==> config.mk <==
export PLATFORM = sky130hd
export DESIGN_NAME = if_fetch_unit_flat
export DESIGN_NICKNAME = d
export VERILOG_FILES = /design/src/rtl/if_fetch_unit_pkg.sv /design/src/rtl/if_fetch_unit_if.sv /design/src/rtl/if_fetch_queue.sv /design/src/rtl/if_fetch_unit.sv /design/src/flat_wrapper.sv
export SDC_FILE = /design/constraint.sdc
export NUM_CORES = 1
export LEC_CHECK = 0
export CAP_MARGIN = 20
export CORE_MARGIN = 2
export CORE_UTILIZATION = 56
export CTS_CLUSTER_SIZE = 25
export DETAILED_ROUTE_END_ITERATION = 8
export HOLD_SLACK_MARGIN = 0.03
export PLACE_DENSITY_LB_ADDON = 0.05
export SYNTH_ARGS = -nofsm -noshare
export SYNTH_HDL_FRONTEND = slang
export SYNTH_SLANG_ARGS = --single-unit
==> constraint.sdc <==
create_clock -name clk -period 7.47 [get_ports clk]
set_clock_uncertainty 0.05 [all_clocks]
set_input_delay 0.747 -clock clk [delete_from_list [all_inputs] [get_ports clk]]
set_output_delay 0.747 -clock clk [all_outputs]
set_load 0.01 [all_outputs]
==> src/rtl/if_fetch_unit_pkg.sv <==
// Shared widths, reset PC and sizing defaults for the instruction-fetch stage.
package if_fetch_unit_pkg;
  localparam int CPU_ADDR_BITS = 32;
  localparam int CPU_DATA_BITS = 32;
  localparam logic [31:0] PC_RESET_DEFAULT = 32'h0000_2000;
  localparam int FQ_DEPTH_DEFAULT = 4;
  // Extra headroom bits on the in-flight counters: back-to-back redirects can stack
  // stale requests beyond FQ_DEPTH, bounded only by the icache's own capacity.
  localparam int INFLIGHT_EXTRA_BITS = 3;

  function automatic int occ_bits(input int depth);
    return $clog2(depth) + 1;
  endfunction
endpackage

==> src/rtl/if_fetch_unit_if.sv <==
// Fetch-stage bus: redirect input, icache request/response and decode handshake.
interface if_fetch_unit_if
  import if_fetch_unit_pkg::*;
#(
  parameter int ADDR_W = CPU_ADDR_BITS,
  parameter int DATA_W = CPU_DATA_BITS
) ();
  logic              redirect_valid;
  logic [ADDR_W-1:0] redirect_pc;
  logic              icache_req_valid;
  logic              icache_req_ready;
  logic [ADDR_W-1:0] icache_addr;
  logic              icache_resp_valid;
  logic [DATA_W-1:0] icache_resp_data;
  logic              inst_valid;
  logic [DATA_W-1:0] inst_data;
  logic [ADDR_W-1:0] inst_pc;
  logic              inst_ready;

  modport master (
    input  redirect_valid, redirect_pc, icache_req_ready, icache_resp_valid,
           icache_resp_data, inst_ready,
    output icache_req_valid, icache_addr, inst_valid, inst_data, inst_pc
  );

  modport slave (
    output redirect_valid, redirect_pc, icache_req_ready, icache_resp_valid,
           icache_resp_data, inst_ready,
    input  icache_req_valid, icache_addr, inst_valid, inst_data, inst_pc
  );
endinterface

==> src/rtl/if_fetch_queue.sv <==
// In-order fetch queue: slots are allocated at request time (PC only) and
// filled later by icache responses; the head pops only once filled.
module if_fetch_queue
  import if_fetch_unit_pkg::*;
#(
  parameter int ADDR_W = CPU_ADDR_BITS,
  parameter int DATA_W = CPU_DATA_BITS,
  parameter int DEPTH  = FQ_DEPTH_DEFAULT
) (
  input  logic                       clk,
  input  logic                       reset,
  input  logic                       i_alloc,
  input  logic [ADDR_W-1:0]          i_alloc_pc,
  input  logic                       i_fill,
  input  logic [DATA_W-1:0]          i_fill_data,
  input  logic                       i_pop,
  input  logic                       i_flush,
  output logic [occ_bits(DEPTH)-1:0] o_occ,
  output logic                       o_head_valid,
  output logic [DATA_W-1:0]          o_head_data,
  output logic [ADDR_W-1:0]          o_head_pc
);
  localparam int PTR_W = $clog2(DEPTH);
  localparam int OCC_W = occ_bits(DEPTH);

  logic [PTR_W-1:0]  r_rd_ptr, r_wr_ptr, r_fill_ptr;
  logic [OCC_W-1:0]  r_occ;
  logic [ADDR_W-1:0] r_slot_pc     [DEPTH];
  logic [DATA_W-1:0] r_slot_data   [DEPTH];
  logic              r_slot_filled [DEPTH];

  always_ff @(posedge clk or negedge reset) begin
    if (!reset) begin
      r_rd_ptr   <= '0;
      r_wr_ptr   <= '0;
      r_fill_ptr <= '0;
      r_occ      <= '0;
    end else if (i_flush) begin
      r_rd_ptr   <= '0;
      r_wr_ptr   <= '0;
      r_fill_ptr <= '0;
      r_occ      <= '0;
    end else begin
      if (i_alloc) r_wr_ptr   <= r_wr_ptr + PTR_W'(1);
      if (i_fill)  r_fill_ptr <= r_fill_ptr + PTR_W'(1);
      if (i_pop)   r_rd_ptr   <= r_rd_ptr + PTR_W'(1);
      r_occ <= r_occ + OCC_W'(i_alloc) - OCC_W'(i_pop);
    end
  end

  // Alloc and fill never hit the same slot: that would need wr_ptr==fill_ptr,
  // i.e. either nothing awaiting data or a full queue that blocks allocation.
  always_ff @(posedge clk or negedge reset) begin
    if (!reset) begin
      for (int i = 0; i < DEPTH; i++) begin
        r_slot_pc[i]     <= '0;
        r_slot_data[i]   <= '0;
        r_slot_filled[i] <= 1'b0;
      end
    end else begin
      for (int i = 0; i < DEPTH; i++) begin
        if (i_flush) begin
          r_slot_filled[i] <= 1'b0;
        end else if (i_alloc && (r_wr_ptr == PTR_W'(i))) begin
          r_slot_pc[i]     <= i_alloc_pc;
          r_slot_filled[i] <= 1'b0;
        end else if (i_fill && (r_fill_ptr == PTR_W'(i))) begin
          r_slot_data[i]   <= i_fill_data;
          r_slot_filled[i] <= 1'b1;
        end
      end
    end
  end

  assign o_occ        = r_occ;
  assign o_head_valid = (r_occ != '0) && r_slot_filled[r_rd_ptr];
  assign o_head_data  = r_slot_data[r_rd_ptr];
  assign o_head_pc    = r_slot_pc[r_rd_ptr];
endmodule

==> src/rtl/if_fetch_unit.sv <==
// Instruction-fetch stage: PC register, credit-based icache requests, and
// drop-counting of responses still in flight when a redirect flushes the queue.
module if_fetch_unit
  import if_fetch_unit_pkg::*;
#(
  parameter int                ADDR_W   = CPU_ADDR_BITS,
  parameter int                DATA_W   = CPU_DATA_BITS,
  parameter logic [ADDR_W-1:0] PC_RESET = ADDR_W'(PC_RESET_DEFAULT),
  parameter int                FQ_DEPTH = FQ_DEPTH_DEFAULT
) (
  input logic            clk,
  input logic            reset,
  if_fetch_unit_if.master if_bus
);
  localparam int OCC_W = occ_bits(FQ_DEPTH);
  localparam int CNT_W = OCC_W + INFLIGHT_EXTRA_BITS;

  logic [ADDR_W-1:0] r_pc;
  logic [CNT_W-1:0]  r_outstanding;
  logic [CNT_W-1:0]  r_drop_cnt;

  logic [OCC_W-1:0]  w_occ;
  logic              w_req_valid;
  logic              w_accept;
  logic              w_resp_drop;
  logic              w_fill;
  logic              w_head_valid;
  logic              w_pop;
  logic [CNT_W-1:0]  w_inflight_next;

  // Credit comes from registered occupancy only; reset gates it so no request
  // escapes while the block is held in reset.
  assign w_req_valid     = reset && (w_occ < OCC_W'(FQ_DEPTH));
  assign w_accept        = w_req_valid && if_bus.icache_req_ready;
  assign w_resp_drop     = if_bus.icache_resp_valid && (r_drop_cnt != '0);
  assign w_fill          = if_bus.icache_resp_valid && (r_drop_cnt == '0);
  assign w_pop           = w_head_valid && if_bus.inst_ready;
  assign w_inflight_next = r_outstanding + CNT_W'(w_accept) - CNT_W'(if_bus.icache_resp_valid);

  always_ff @(posedge clk or negedge reset) begin
    if (!reset) begin
      r_pc          <= PC_RESET;
      r_outstanding <= '0;
      r_drop_cnt    <= '0;
    end else begin
      r_outstanding <= w_inflight_next;
      if (if_bus.redirect_valid) begin
        r_pc       <= {if_bus.redirect_pc[ADDR_W-1:2], 2'b00};
        r_drop_cnt <= w_inflight_next;
      end else begin
        if (w_accept)    r_pc       <= r_pc + ADDR_W'(4);
        if (w_resp_drop) r_drop_cnt <= r_drop_cnt - CNT_W'(1);
      end
    end
  end

  if_fetch_queue #(
    .ADDR_W (ADDR_W),
    .DATA_W (DATA_W),
    .DEPTH  (FQ_DEPTH)
  ) u_queue (
    .clk          (clk),
    .reset        (reset),
    .i_alloc      (w_accept),
    .i_alloc_pc   (r_pc),
    .i_fill       (w_fill),
    .i_fill_data  (if_bus.icache_resp_data),
    .i_pop        (w_pop),
    .i_flush      (if_bus.redirect_valid),
    .o_occ        (w_occ),
    .o_head_valid (w_head_valid),
    .o_head_data  (if_bus.inst_data),
    .o_head_pc    (if_bus.inst_pc)
  );

  assign if_bus.icache_req_valid = w_req_valid;
  assign if_bus.icache_addr      = r_pc;
  assign if_bus.inst_valid       = w_head_valid;
endmodule

==> src/flat_wrapper.sv <==
// flat-port wrapper written by rule: the top's interface ports become plain ports
module if_fetch_unit_flat import if_fetch_unit_pkg::*;
#(
  parameter int                ADDR_W   = CPU_ADDR_BITS,
  parameter int                DATA_W   = CPU_DATA_BITS,
  parameter logic [ADDR_W-1:0] PC_RESET = ADDR_W'(PC_RESET_DEFAULT),
  parameter int                FQ_DEPTH = FQ_DEPTH_DEFAULT
)
  (clk, reset, if_bus_redirect_valid, if_bus_redirect_pc, if_bus_icache_req_ready, if_bus_icache_resp_valid, if_bus_icache_resp_data, if_bus_inst_ready, if_bus_icache_req_valid, if_bus_icache_addr, if_bus_inst_valid, if_bus_inst_data, if_bus_inst_pc);
  if_fetch_unit_if #(.ADDR_W(ADDR_W), .DATA_W(DATA_W)) if_bus_i ();
  input logic clk;
  input logic reset;
  input wire logic [$bits(if_bus_i.redirect_valid)-1:0] if_bus_redirect_valid;
  input wire logic [$bits(if_bus_i.redirect_pc)-1:0] if_bus_redirect_pc;
  input wire logic [$bits(if_bus_i.icache_req_ready)-1:0] if_bus_icache_req_ready;
  input wire logic [$bits(if_bus_i.icache_resp_valid)-1:0] if_bus_icache_resp_valid;
  input wire logic [$bits(if_bus_i.icache_resp_data)-1:0] if_bus_icache_resp_data;
  input wire logic [$bits(if_bus_i.inst_ready)-1:0] if_bus_inst_ready;
  output wire logic [$bits(if_bus_i.icache_req_valid)-1:0] if_bus_icache_req_valid;
  output wire logic [$bits(if_bus_i.icache_addr)-1:0] if_bus_icache_addr;
  output wire logic [$bits(if_bus_i.inst_valid)-1:0] if_bus_inst_valid;
  output wire logic [$bits(if_bus_i.inst_data)-1:0] if_bus_inst_data;
  output wire logic [$bits(if_bus_i.inst_pc)-1:0] if_bus_inst_pc;
  assign if_bus_i.redirect_valid = if_bus_redirect_valid;
  assign if_bus_i.redirect_pc = if_bus_redirect_pc;
  assign if_bus_i.icache_req_ready = if_bus_icache_req_ready;
  assign if_bus_i.icache_resp_valid = if_bus_icache_resp_valid;
  assign if_bus_i.icache_resp_data = if_bus_icache_resp_data;
  assign if_bus_i.inst_ready = if_bus_inst_ready;
  assign if_bus_icache_req_valid = if_bus_i.icache_req_valid;
  assign if_bus_icache_addr = if_bus_i.icache_addr;
  assign if_bus_inst_valid = if_bus_i.inst_valid;
  assign if_bus_inst_data = if_bus_i.inst_data;
  assign if_bus_inst_pc = if_bus_i.inst_pc;
  if_fetch_unit #(.ADDR_W(ADDR_W), .DATA_W(DATA_W), .PC_RESET(PC_RESET), .FQ_DEPTH(FQ_DEPTH)) u_core (.clk(clk), .reset(reset), .if_bus(if_bus_i));
endmodule
==> flow_summary.json, run 1 <==
{
  "fin_ws_ns": 3.45,
  "cp_data_arrival_time_ns": 3.22,
  "synth-async-reset-ratio": 1.00,
  "status": "finished clean",
  "finalCritPeriodShare": 0.538,
  "synth_edf_count": 0,
  "clk_pin_slew_ns": 0.06,
  "yosys.area.top_type": "dfrtp_1",
  "tightestPinTransition_ns": 1.04,
  "comb_power_share": 0.226,
  "drt_iter0_drc": 490,
  "drc_errors": 0,
  "dr.pass1.iters": 4,
  "cap_violations": 0,
  "start_util": 0.573,
  "grt_use_total": 0.229,
  "ir_drop_mv": 0.144,
  "cts_tree": "done",
  "end_kind": "output port",
  "seqPwrFrac": 0.441,
  "rsz0062_at_grt": "false",
  "final_nets": 1199,
  "insertion_delay_ns": 0.50,
  "ctsResizeCount": 0,
  "hpwl_microns": 18100,
  "dieWidth_microns": 162,
  "post_cts_buffers": 0,
  "yosysSeqAreaShare": 0.541,
  "hold_viol": 0,
  "grt_pass1_wl_microns": 47200,
  "slowest_delay_ns": 0.80,
  "routed_wl_microns": 29000,
  "cp_slowest_cell": "dfrtp_4",
  "synth_area_leaders": "dfrtp_1, mux2_1, mux4_2",
  "fin_tns_setup_ns": 0,
  "cts_buffers": 34,
  "ys.flop_type": "dfrtp_1",
  "die_area_sq_um": 26300,
  "ys_types": 48,
  "start_kind": "register",
  "max_slew_margin": 0.305,
  "switching_share": 0.261,
  "maxSlewViolCount": 0,
  "area_growth_pct": 19.7,
  "dieHeight_microns": 162,
  "antenna_left": 0,
  "overflow": 0,
  "ys_seq_elements": 303,
  "crit_chain": "buf_4 > mux4_2 > clkdlybuf4s50_1",
  "worst-path-max-fanout": 39,
  "avgSynthCellArea_sq_um": 14.5,
  "place_ws_ns": 3.70,
  "drive_above_1_share": 0.230,
  "clkPwrFrac": 0.333,
  "wl_per_cell_microns": 20.0,
  "grt_pass1_vias": 8572,
  "grt_max_degree": 80,
  "crit_type": "reg -> out",
  "ios": 168,
  "synth_compound_area_frac": 0.0226,
  "p_leak_nw": 7.74,
  "yosys_warnings": 0,
  "worstPathRequired_ns": 6.67,
  "p_switching_w": 0.00123,
  "setup_viol_count_final": 0,
  "portBuffers": 161,
  "final_cells": 1455,
  "clock.fmax_mhz": 249,
  "place_inst": 1396,
  "cts_hold_buf": 0,
  "htree_levels": 2,
  "hold_class": "in -> async",
  "cts_root_buffer": "clkbuf_16",
  "synthSimpleGateAreaFrac": 0.0495,
  "synthMuxAreaShare": 0.304,
  "synth_top_family_by_area": "multiplexers",
  "cts_sinks": 303,
  "utilization": 0.686,
  "rows": 57,
  "place_congestion": 0.749,
  "core_region_area_sq_um": 24500,
  "syn-cell-area_sq_um": 14000,
  "yosys.area_share.xor_xnor": 0.0269,
  "synth_top_area_frac": 0.539,
  "synth-adder-area-share": 0.0198,
  "synth_cells": 964,
  "finalCriticalPeriod_ns": 4.02,
  "clockBufferDepth": 3,
  "internal_power_w": 0.00348,
  "vias": 8283,
  "p_per_area_nw_per_um2": 280,
  "avgViaCountPerCell": 5.69,
  "fillers": 1792,
  "antenna_found_initial": 1
}
## critical path, delay by kind of cell (launching register included)
kind	cells	cell delay (ns)
flops	1	0.80
buf+inv	2	1.25
mux	1	0.64
## cell usage in the layout, fill, tap and decap left out, types with 5 or more instances in the layout
| cell type | n |
|---|---|
| mux4_2 | 63 |
| inv_1 | 28 |
| dfrtp_1 | 300 |
| buf_4 | 10 |
| xnor2_1 | 31 |
| clkbuf_16 | 37 |
| nand3_1 | 7 |
| mux2_2 | 122 |
| nand4_1 | 8 |
| o21ai_0 | 18 |
| clkbuf_1 | 12 |
| clkinv_2 | 5 |
| ha_1 | 19 |
| clkdlybuf4s50_1 | 159 |
| nand2_1 | 56 |
| xor2_1 | 12 |
| o21ai_1 | 15 |
| nor3_1 | 11 |
| and3_1 | 5 |
| mux2_1 | 128 |
| nor2_1 | 18 |
| a21oi_1 | 8 |
## state kept, by name, summed over array words and instances, names as in the netlist
name                          count
u_core.u_queue.r_slot_data      128
u_core.u_queue.r_slot_pc        120
u_core.if_bus.icache_addr        30
u_core.r_drop_cnt                 6
u_core.r_outstanding              6
u_core.u_queue.r_slot_filled      4
u_core.u_queue.o_occ              3
u_core.u_queue.r_fill_ptr         2
u_core.u_queue.r_rd_ptr           2
u_core.u_queue.r_wr_ptr           2
## synth_stat cells, types with 8 or more instances
library cell / n
mux2_2: 122
ha_1: 19
dfrtp_1: 302
nand4_1: 8
nor3_1: 11
a21oi_1: 8
inv_1: 28
and3_1: 9
nand2_1: 56
clkbuf_1: 15
xnor2_1: 31
o21ai_1: 15
mux2_1: 128
o21ai_0: 18
xor2_1: 12
buf_2: 31
nor2_1: 18
buf_6: 12
mux4_2: 63
## layer usage
metal	wire length, microns	global-route usage	vias to the layer above
li1	-	-	3763
met4	468	0.0519	0
met1	13000	0.330	4324
met2	14100	0.372	161
met5	0	0	-
met3	1380	0.0380	35
## cell type report
cell class	instances	area [sq um]	area share
Timing Repair Buffer	171	1690	0.101
Clock buffer	52	1010	0.0603
Inverter	28	105	0.00627
Multi-Input combinational cell	570	5940	0.354
Antenna cell	1	2.50	0.000149
Sequential cell	303	7590	0.453
Tap cell	324	405	0.0242
Clock inverter	6	32.5	0.00194
## through the flow
stage	hold slack (ns)	total power [W]	area, sq um
final	0.103	0.00470	16800
after global routing	0.124	0.00494	16800
after CTS	0.102	0.00475	16800
after detailed placement	0.420	0.00317	15700
after global placement	0.412	0.00314	15700
after floorplan	0.401	0.00269	14000
## power by group through the flow
| stage | registers [W] | logic [W] | clock network, W |
|---|---|---|---|
| after global placement | 0.00209 | 0.00105 | 0 |
| after global routing | 0.00211 | 0.00116 | 0.00167 |
| after detailed placement | 0.00210 | 0.00107 | 0 |
| final | 0.00207 | 0.00106 | 0.00157 |
| after CTS | 0.00207 | 0.00108 | 0.00160 |
| after floorplan | 0.00204 | 0.000646 | 0 |
## kinds of logic (layout without fill, tap and decap cells)
kind of cell             Yosys count  count (layout)
multiplexers                     315             315
flip-flops                       303             303
AND/OR/NAND/NOR                  132             132
buffers and inverters             94             257
AO/OA/AOI/OAI                     55              55
XOR/XNOR                          43              43
adder cells (fa/ha/maj)           21              21
other                              1               5
## path summary, 6_finish.rpt
path                                                    to                      startpoint  cells after the start  slack [ns]
max                                     if_bus_inst_pc[31]      u_core.u_queue.r_rd_ptr[0]                      3        3.45
min                        u_core.u_queue.r_slot_data[116]                           reset                      1        0.10
max reg2reg                        u_core.u_queue.o_occ[2]      u_core.u_queue.r_rd_ptr[1]                      9        4.40
min reg2reg                 u_core.u_queue.r_slot_data[49]  u_core.u_queue.r_slot_data[49]                      1        0.43
max in group asynchronous     u_core.u_queue.r_slot_pc[15]                           reset                      3        5.31
min in group clk            u_core.u_queue.r_slot_data[49]  u_core.u_queue.r_slot_data[49]                      1        0.43
(Power assumes the default switching activity.)
==> run 2: changes to the inputs <==
==> constraint.sdc (replaced) <==
create_clock -name clk -period 3.87 [get_ports clk]
set_clock_uncertainty 0.05 [all_clocks]
set_input_delay 0.387 -clock clk [delete_from_list [all_inputs] [get_ports clk]]
set_output_delay 0.387 -clock clk [all_outputs]
set_load 0.01 [all_outputs]
==> flow_summary.json, run 2 (synthesized netlist as in run 1, its figures left out) <==
{
  "die_area_sq_um": 26300,
  "dieHeight_microns": 162,
  "cts_hold_buf": 0,
  "start_util": 0.573,
  "finalCritPeriodShare": 0.793,
  "clockBufferDepth": 3,
  "dr.pass1.iters": 4,
  "clk_pin_slew_ns": 0.06,
  "rsz0062_at_grt": "false",
  "core_region_area_sq_um": 24500,
  "p_total_w": 0.00944,
  "clock.fmax_mhz": 326,
  "cp_data_arrival_time_ns": 2.63,
  "drive_above_1_share": 0.241,
  "worstPathRequired_ns": 3.43,
  "cap_violations": 0,
  "drt_iter0_drc": 554,
  "layout_common_cells": "dfrtp_1, clkdlybuf4s50_1, mux2_1",
  "holdWs_ns": 0.0551,
  "area_growth_pct": 21.4,
  "dieWidth_microns": 162,
  "final_nets": 1205,
  "worst-path-max-fanout": 16,
  "grt_pass1_wl_microns": 48900,
  "p_per_area_nw_per_um2": 555,
  "crit_type": "reg -> out",
  "cts_buffers": 34,
  "finalCriticalPeriod_ns": 3.07,
  "fin_tns_setup_ns": 0,
  "ir_drop_mv": 0.605,
  "antenna_left": 0,
  "start_kind": "register",
  "final_common_cell": "dfrtp_1",
  "wl_per_cell_microns": 20.4,
  "post_cts_buffers": 0,
  "status": "finished clean",
  "insertion_delay_ns": 0.50,
  "cts_root_buffer": "clkbuf_16",
  "design_area_sq_um": 17000,
  "rows": 57,
  "max_slew_margin": 0.339,
  "end_kind": "output port",
  "maxSlewViolCount": 0,
  "grt_pass1_vias": 8950,
  "cts_sinks": 303,
  "utilization": 0.696,
  "p_leak_nw": 7.87,
  "routed_wl_microns": 29800,
  "cts_tree": "done",
  "antenna_found_initial": 1,
  "tightestPinTransition_ns": 0.992,
  "drc_errors": 0,
  "placed_cell_area_sq_um": 15800,
  "htree_levels": 2,
  "hold_class": "in -> async",
  "hold_viol": 0,
  "top_register": "u_core.u_queue.r_slot_data",
  "place_congestion": 0.725,
  "ios": 168,
  "hpwl_microns": 19100,
  "grt_use_total": 0.238,
  "avgViaCountPerCell": 5.64,
  "ctsResizeCount": 0,
  "setup_viol_count_final": 0,
  "vias": 8266,
  "grt_max_degree": 171,
  "overflow": 0,
  "portBuffers": 161,
  "largest_register_ffs": 128
}
run 2: changes by cell type in the layout (fill, tap and decap cells not counted), sizes merged:
cell / before / now
buf: 12 / 18
bufinv: 0 / 3
clkbuf: 52 / 54
clkinv: 5 / 4
run 2: path summary, 6_finish.rpt:
check / startpoint / endpoint / slack [ns] / cells past startpoint
worst max-delay path: u_core.u_queue.r_rd_ptr[0] / if_bus_inst_pc[15] / 0.80 / 3
min in group clk: if_bus_redirect_valid / u_core.r_drop_cnt[1] / 0.33 / 4
max in group asynchronous: reset / u_core.u_queue.r_slot_pc[80] / 2.29 / 3
worst min register to register: u_core.u_queue.r_slot_data[5] / u_core.u_queue.r_slot_data[5] / 0.43 / 1
worst max register to register: u_core.u_queue.o_occ[2] / u_core.r_drop_cnt[4] / 1.08 / 10
worst min-delay path: reset / u_core.u_queue.r_slot_pc[3] / 0.06 / 2
run 2: critical path: stages, from the launching register on:
cell,delay (ns)
dfrtp_4,0.62
buf_4,0.41
mux4_2,0.59
clkdlybuf4s50_1,0.50
run 2: final cells by class:
type	instances	area (sq um)
Sequential cell	303	7590
Fill cell	1708	7440
Multi-Input combinational cell	570	5940
Timing Repair Buffer	177	1770
Clock buffer	54	1090
Tap cell	324	405
Clock inverter	8	118
Inverter	28	105
Antenna cell	1	2.50
run 2: through the flow:
step           worst slack (ns)  instances
2_1_floorplan              1.29        967
3_3_place_gp              0.848       1402
3_5_place_dp              0.857       1402
4_1_cts                   0.714       1464
5_1_grt                   0.651       1464
6_report                  0.800       1465
run 2: per-layer routing:
layer	wire (microns)	track usage	up-vias
met1	13200	0.331	4299
li1	-	-	3767
met5	0	0	-
met4	483	0.0515	0
met3	1400	0.0452	31
met2	14800	0.394	169
run 2: power breakdown:
part	switching [W]	internal, W	leakage [nW]
Combinational	0.000821	0.00123	3.25
Sequential	0.000327	0.00368	4.03
Clock	0.00125	0.00213	0.594
